$ cat src/rtl/mult_div_unit_if.sv
// Operand/result bus between execute-stage control and the mult/div unit.
// The master drives the request; the slave returns HI/LO and the busy/done handshake.
interface mult_div_unit_if;
  logic        start;
  logic [2:0]  OP;
  logic [31:0] A;
  logic [31:0] B;
  logic [31:0] HI;
  logic [31:0] LO;
  logic        busy;
  logic        done;

  modport master (output start, OP, A, B, input HI, LO, busy, done);
  modport slave  (input start, OP, A, B, output HI, LO, busy, done);
endinterface

$ cat src/rtl/mult_div_unit.sv
// Iterative 32-bit MULT/MULTU/DIV/DIVU unit with MTHI/MTLO into architectural HI/LO.
// Define MULDIV_FAST_MULT_EN to compute MULT/MULTU with a single-cycle multiplier.
module mult_div_unit (
  input  logic            clock,
  input  logic            reset,
  mult_div_unit_if.slave  bus
);

  typedef enum logic [1:0] {IDLE, RUN, FIX} state_t;

  state_t      state, state_nxt;
  logic [4:0]  cnt;
  logic        is_div, sgn_q, sgn_r, dz;
  logic [31:0] opa, opb;
  logic [63:0] acc;
  logic [31:0] hi_q, lo_q;
  logic        done_q;

  logic signed [31:0] a_s, b_s;
  logic        start_md, start_mt, signed_op, fast_mul;
  logic [31:0] mag_a, mag_b;
  logic [63:0] fast_prod;
  logic [32:0] mul_sum;
  logic [32:0] rem_sh;
  logic [33:0] div_diff;
  logic [63:0] mul_step, div_step, prod;
  logic [31:0] res_hi, res_lo;
  logic        busy_c;

  function automatic logic [31:0] mag32(input logic signed [31:0] v, input logic sgn);
    return (sgn && v[31]) ? 32'(-v) : 32'(v);
  endfunction

  function automatic logic [31:0] neg32(input logic [31:0] v, input logic en);
    return en ? (~v + 32'd1) : v;
  endfunction

  function automatic logic [63:0] neg64(input logic [63:0] v, input logic en);
    return en ? (~v + 64'd1) : v;
  endfunction

  assign a_s       = bus.A;
  assign b_s       = bus.B;
  assign start_md  = bus.start && !bus.OP[2];
  assign start_mt  = bus.start && (bus.OP[2:1] == 2'b10);
  assign signed_op = !bus.OP[0];
  assign mag_a     = mag32(a_s, signed_op);
  assign mag_b     = mag32(b_s, signed_op);

`ifdef MULDIV_FAST_MULT_EN
  assign fast_mul  = !bus.OP[1];
  assign fast_prod = {32'd0, mag_a} * {32'd0, mag_b};
`else
  assign fast_mul  = 1'b0;
  assign fast_prod = 64'd0;
`endif

  // Shift-add multiply: multiplier sits in acc[31:0] and is consumed LSB first.
  assign mul_sum  = {1'b0, acc[63:32]} + (acc[0] ? {1'b0, opa} : 33'd0);
  assign mul_step = {mul_sum, acc[31:1]};

  // Restoring divide: remainder in acc[63:32], dividend/quotient shifting through acc[31:0].
  assign rem_sh   = acc[63:31];
  assign div_diff = {1'b0, rem_sh} - {2'b00, opb};
  assign div_step = div_diff[33] ? {rem_sh[31:0], acc[30:0], 1'b0}
                                 : {div_diff[31:0], acc[30:0], 1'b1};

  assign prod = neg64(acc, sgn_q);

  always_comb begin
    res_hi = prod[63:32];
    res_lo = prod[31:0];
    if (is_div) begin
      // Divide by zero naturally leaves |A| as remainder; only the quotient is forced.
      res_hi = neg32(acc[63:32], sgn_r);
      res_lo = dz ? 32'hFFFF_FFFF : neg32(acc[31:0], sgn_q);
    end
  end

  always_comb begin
    state_nxt = state;
    busy_c    = (state != IDLE);
    case (state)
      IDLE: if (start_md) state_nxt = fast_mul ? FIX : RUN;
      RUN:  if (cnt == 5'd31) state_nxt = FIX;
      FIX:  state_nxt = IDLE;
      default: state_nxt = IDLE;
    endcase
  end

  always_ff @(posedge clock) begin
    if (!reset) begin
      state  <= IDLE;
      cnt    <= 5'd0;
      hi_q   <= 32'd0;
      lo_q   <= 32'd0;
      done_q <= 1'b0;
    end else begin
      state  <= state_nxt;
      done_q <= (state == FIX);
      if (state == IDLE && start_md)
        cnt <= 5'd0;
      else if (state == RUN)
        cnt <= cnt + 5'd1;
      if (state == FIX) begin
        hi_q <= res_hi;
        lo_q <= res_lo;
      end else if (state == IDLE && start_mt) begin
        if (!bus.OP[0]) hi_q <= bus.A;
        else            lo_q <= bus.A;
      end
    end
  end

  always_ff @(posedge clock) begin
    case (state)
      IDLE: if (start_md) begin
        is_div <= bus.OP[1];
        opa    <= mag_a;
        opb    <= mag_b;
        sgn_q  <= signed_op && (bus.A[31] ^ bus.B[31]);
        sgn_r  <= signed_op && bus.A[31];
        dz     <= (bus.B == 32'd0);
        acc    <= fast_mul ? fast_prod : (bus.OP[1] ? {32'd0, mag_a} : {32'd0, mag_b});
      end
      RUN: acc <= is_div ? div_step : mul_step;
      default: ;
    endcase
  end

  assign bus.HI   = hi_q;
  assign bus.LO   = lo_q;
  assign bus.busy = busy_c;
  assign bus.done = done_q;

endmodule

$ cat src/flat_wrapper.sv
// flat-port wrapper written by rule: the top's interface ports become plain ports
module mult_div_unit_flat 
  (clock, reset, bus_start, bus_OP, bus_A, bus_B, bus_HI, bus_LO, bus_busy, bus_done);
  mult_div_unit_if bus_i ();
  input  logic clock;
  input  logic reset;
  input wire logic [$bits(bus_i.start)-1:0] bus_start;
  input wire logic [$bits(bus_i.OP)-1:0] bus_OP;
  input wire logic [$bits(bus_i.A)-1:0] bus_A;
  input wire logic [$bits(bus_i.B)-1:0] bus_B;
  output wire logic [$bits(bus_i.HI)-1:0] bus_HI;
  output wire logic [$bits(bus_i.LO)-1:0] bus_LO;
  output wire logic [$bits(bus_i.busy)-1:0] bus_busy;
  output wire logic [$bits(bus_i.done)-1:0] bus_done;
  assign bus_i.start = bus_start;
  assign bus_i.OP = bus_OP;
  assign bus_i.A = bus_A;
  assign bus_i.B = bus_B;
  assign bus_HI = bus_i.HI;
  assign bus_LO = bus_i.LO;
  assign bus_busy = bus_i.busy;
  assign bus_done = bus_i.done;
  mult_div_unit u_core (.clock(clock), .reset(reset), .bus(bus_i));
endmodule
$ cat config.mk
export PLATFORM = sky130hd
export DESIGN_NAME = mult_div_unit_flat
export DESIGN_NICKNAME = d
export VERILOG_FILES = /design/src/rtl/mult_div_unit_if.sv /design/src/rtl/mult_div_unit.sv /design/src/flat_wrapper.sv
export SDC_FILE = /design/constraint.sdc
export NUM_CORES = 1
export LEC_CHECK = 0
export CORE_MARGIN = 5
export CORE_UTILIZATION = 61
export CTS_BUF_LIST = sky130_fd_sc_hd__clkbuf_8
export DETAILED_ROUTE_END_ITERATION = 10
export PLACE_DENSITY = 0.84
export SLEW_MARGIN = 0
export SYNTH_ARGS = -nofsm -noshare
export SYNTH_HDL_FRONTEND = slang
export SYNTH_SLANG_ARGS = --single-unit
$ cat constraint.sdc
create_clock -name clock -period 8.5 [get_ports clock]
set_input_delay 1.7 -clock clock [delete_from_list [all_inputs] [get_ports clock]]
set_output_delay 1.7 -clock clock [all_outputs]
set_load 0.005 [all_outputs]
==> impl_metrics.yaml <==
worst_setup_path:
  rr_startpoint: "u_core.acc[0]$_DFFE_PP_"
  cp-start-kind: "input port"
  r2r_end: "u_core.acc[60]$_SDFFCE_PN0P_"
  required_ps: 8750
  crit_path_end_kind: "flip-flop"
  r2r_slack_ps: 4140
  ff2ff_path_depth: 11
  worst_ep_arrival_time_ps: 4830
  crit_type: "in2reg"
  path_max_fanout: 4
route:
  drt_iter0_drc: 1629
  dr.pass1.iters: 6
  drc: 0
  ant_nets: 0
  drt-total-wl_um: 48100
  vias_per_cell: 6.47
  vias: 13700
  wl_per_cell_um: 22.7
die:
  die_x_um: 167
  num_rows: 57
  design.die.area_um2: 27900
  num_io_pins: 136
  initial_core_util_pct: 61.8
  die_h_um: 167
  coreArea_um2: 24300
placed_design:
  place_ws_ps: 3420
  gp_congestion: 0.986
  hpwl_um: 35900
  place_inst: 2057
  port_buffers: 135
final_layout:
  fillerInstances: 1871
  final_cell_mix: "a21oi_1, clkdlybuf4s50_1, nand2_1, edfxtp_1, o21ai_0"
  finalNonFillerCells: 2122
  nNetsFinal: 1912
  ff_latch_area_um2: 5410
  area_delta_synth_final_pct: 15.6
  mostFrequentLayoutCell: "a21oi_1"
  drive_above_1_share_pct: 8.51
  multi_input_area_um2: 9130
clock_tree:
  post-cts-setup-buffers: 0
  cts_tree: "yes"
  clock-sinks: 204
  cts_max_level: 2
  numCtsBuffers: 35
  cts.clk_slew.worst_paths_ps: 60
  cts_buffer_depth: 3
  cts-root-buf: "clkbuf_8"
  cts_resized: 0
  clock_latency_ps: 540
  hold_buffers: 0
power_and_ir_drop:
  vdd_drop_max_mv: 0.132
  p_per_area_nw_per_um2: 164
  cellLeakagePower_nw: 6.87
logic_synthesis:
  synth-seq-cells: 204
  synth-edff-count: 132
  synth_top_flop_cell: "edfxtp_1"
  yosysWarningCount: 0
  synth_area_um2: 15000
  async_flop_share_pct: 0
  yosysSeqAreaShare_pct: 36.0
  synth_nets: 1798
  syn_area_per_cell_um2: 9.07
  netlist_instances: 1656
  yosysUniqueCellTypes: 66
worst_hold_path:
  hold_start: "u_core.cnt[4]$_SDFFE_PP0P_"
  min-delay-path-class: "reg2reg"
  worstHoldEndpoint: "u_core.cnt[4]$_SDFFE_PP0P_"
  hold_depth: 2
global_route:
  grt_pass1_wl_um: 74700
  grt_pass1_vias: 13100
  antenna_found_initial: 1
  grt_use_total_pct: 33.3
  grt_max_degree: 70
  overflow: 0
sta:
  fin_setup_tns_ps: 0
  tightest_slew_ps: 1160
  finalCritPeriodShare_pct: 53.9
  setup_viol_count_final: 0
  fin_ws_ps: 3920
  final_hold_viol_count: 0
  fmax_mhz: 218
  rsz0062_at_grt: "false"
  post-route-min-period_ps: 4580
  slew-limit-headroom_pct: 22.8
  skew_ps: 29.3
  finalMaxSlewViolations: 0
flow_run:
  maxCapViolCount: 0
outcome:
  status: "finished, final reports clean"
==> layer usage <==
metal | up-vias | GRT usage, % | part of all wire (%)
met2 | 809 | 52.0 | 45
li1 | 6329 | - | -
met5 | - | 0 | 0
met1 | 6505 | 48.3 | 41
met4 | 0 | 9.50 | 2.7
met3 | 89 | 5.36 | 12
==> report_power, final <==
part           leakage, nW  internal, mW  switching [mW]
combinational         4.62         0.308           0.431
clock                0.406         0.484           0.416
sequential            1.85          1.13          0.0842
==> cell type report <==
class | count | share of cell area [%]
Inverter | 64 | 1.38
Timing Repair Buffer | 154 | 8.57
Multi-Input combinational cell | 1311 | 52.6
Tap cell | 324 | 2.33
Clock inverter | 25 | 0.915
Sequential cell | 204 | 31.1
Clock buffer | 39 | 3.09
Antenna cell | 1 | 0.0144
==> critical path, cell delays in order <==
cell	delay (ps)
clkdlybuf4s50_1	470
nor4_1	550
nand4b_1	290
nor4_1	700
and2_1	280
nand2_1	140
o31ai_1	330
xnor2_1	150
mux2i_1	140
o21ai_0	80
==> how the worst max path moves through the flow <==
| stage | from | to | slack (ps) | cells past startpoint |
|---|---|---|---|---|
| 6_report | bus_B[4] | u_core.acc[29]$_DFFE_PP_ | 3920 | 10 |
| 5_1_grt | bus_B[2] | u_core.acc[26]$_DFFE_PP_ | 3720 | 9 |
| 4_1_cts | bus_B[2] | u_core.acc[30]$_DFFE_PP_ | 3960 | 10 |
| 3_5_place_dp | bus_B[2] | u_core.acc[30]$_DFFE_PP_ | 3420 | 10 |
| 3_3_place_gp | bus_B[4] | u_core.acc[30]$_DFFE_PP_ | 3450 | 10 |
| 2_1_floorplan | bus_OP[2] | u_core.cnt[0]$_SDFFE_PP0P_ | 1150 | 3 |
==> per-stage QoR <==
| step | utilization (%) | instance area [um2] | hold slack (ps) | total power, mW |
|---|---|---|---|---|
| CTS | 71.4 | 17400 | 482 | 2.83 |
| global placement | 68.5 | 16700 | 451 | 1.93 |
| finish | 71.4 | 17400 | 477 | 2.86 |
| floorplan | - | 15000 | 441 | 1.71 |
| detailed placement | 68.5 | 16700 | 476 | 1.95 |
| global route | 71.4 | 17400 | 518 | 2.98 |
==> cells in the mapped netlist, types with 31 or more instances <==
cell	instances	area, um2
edfxtp_1	132	3960
mux2_2	56	631
clkbuf_1	69	259
xor2_1	103	902
nand2_1	132	495
o21ai_0	128	641
dfxtp_1	72	1440
xnor2_1	76	666
a21oi_1	144	721
mux2i_1	68	681
and2_1	44	275
ha_1	70	876
nor2_1	105	394
inv_1	64	240
nor3_1	31	155
==> sequential cells by signal, summed over array words and instances (netlist names) <==
signal           cells
u_core.state         2
u_core.opa          32
u_core.cnt           5
u_core.bus.LO       32
u_core.dz            1
u_core.acc          64
u_core.sgn_r         1
u_core.opb          32
u_core.is_div        1
u_core.bus.HI       32
u_core.sgn_q         1
u_core.bus.done      1
==> cell families after synthesis <==
logic type                 count (synthesis)  synth area share, %
AOI/OAI and AO/OA                        469                 19.7
and+or+nand+nor                          467                 15.6
DFF                                      204                 36.0
xor gates and xnor gates                 179                 10.4
buffers and inverters                    141                 3.52
muxes                                    124                 8.73
adders and majority gates                 72                 6.09
(Power assumes the default switching activity.)
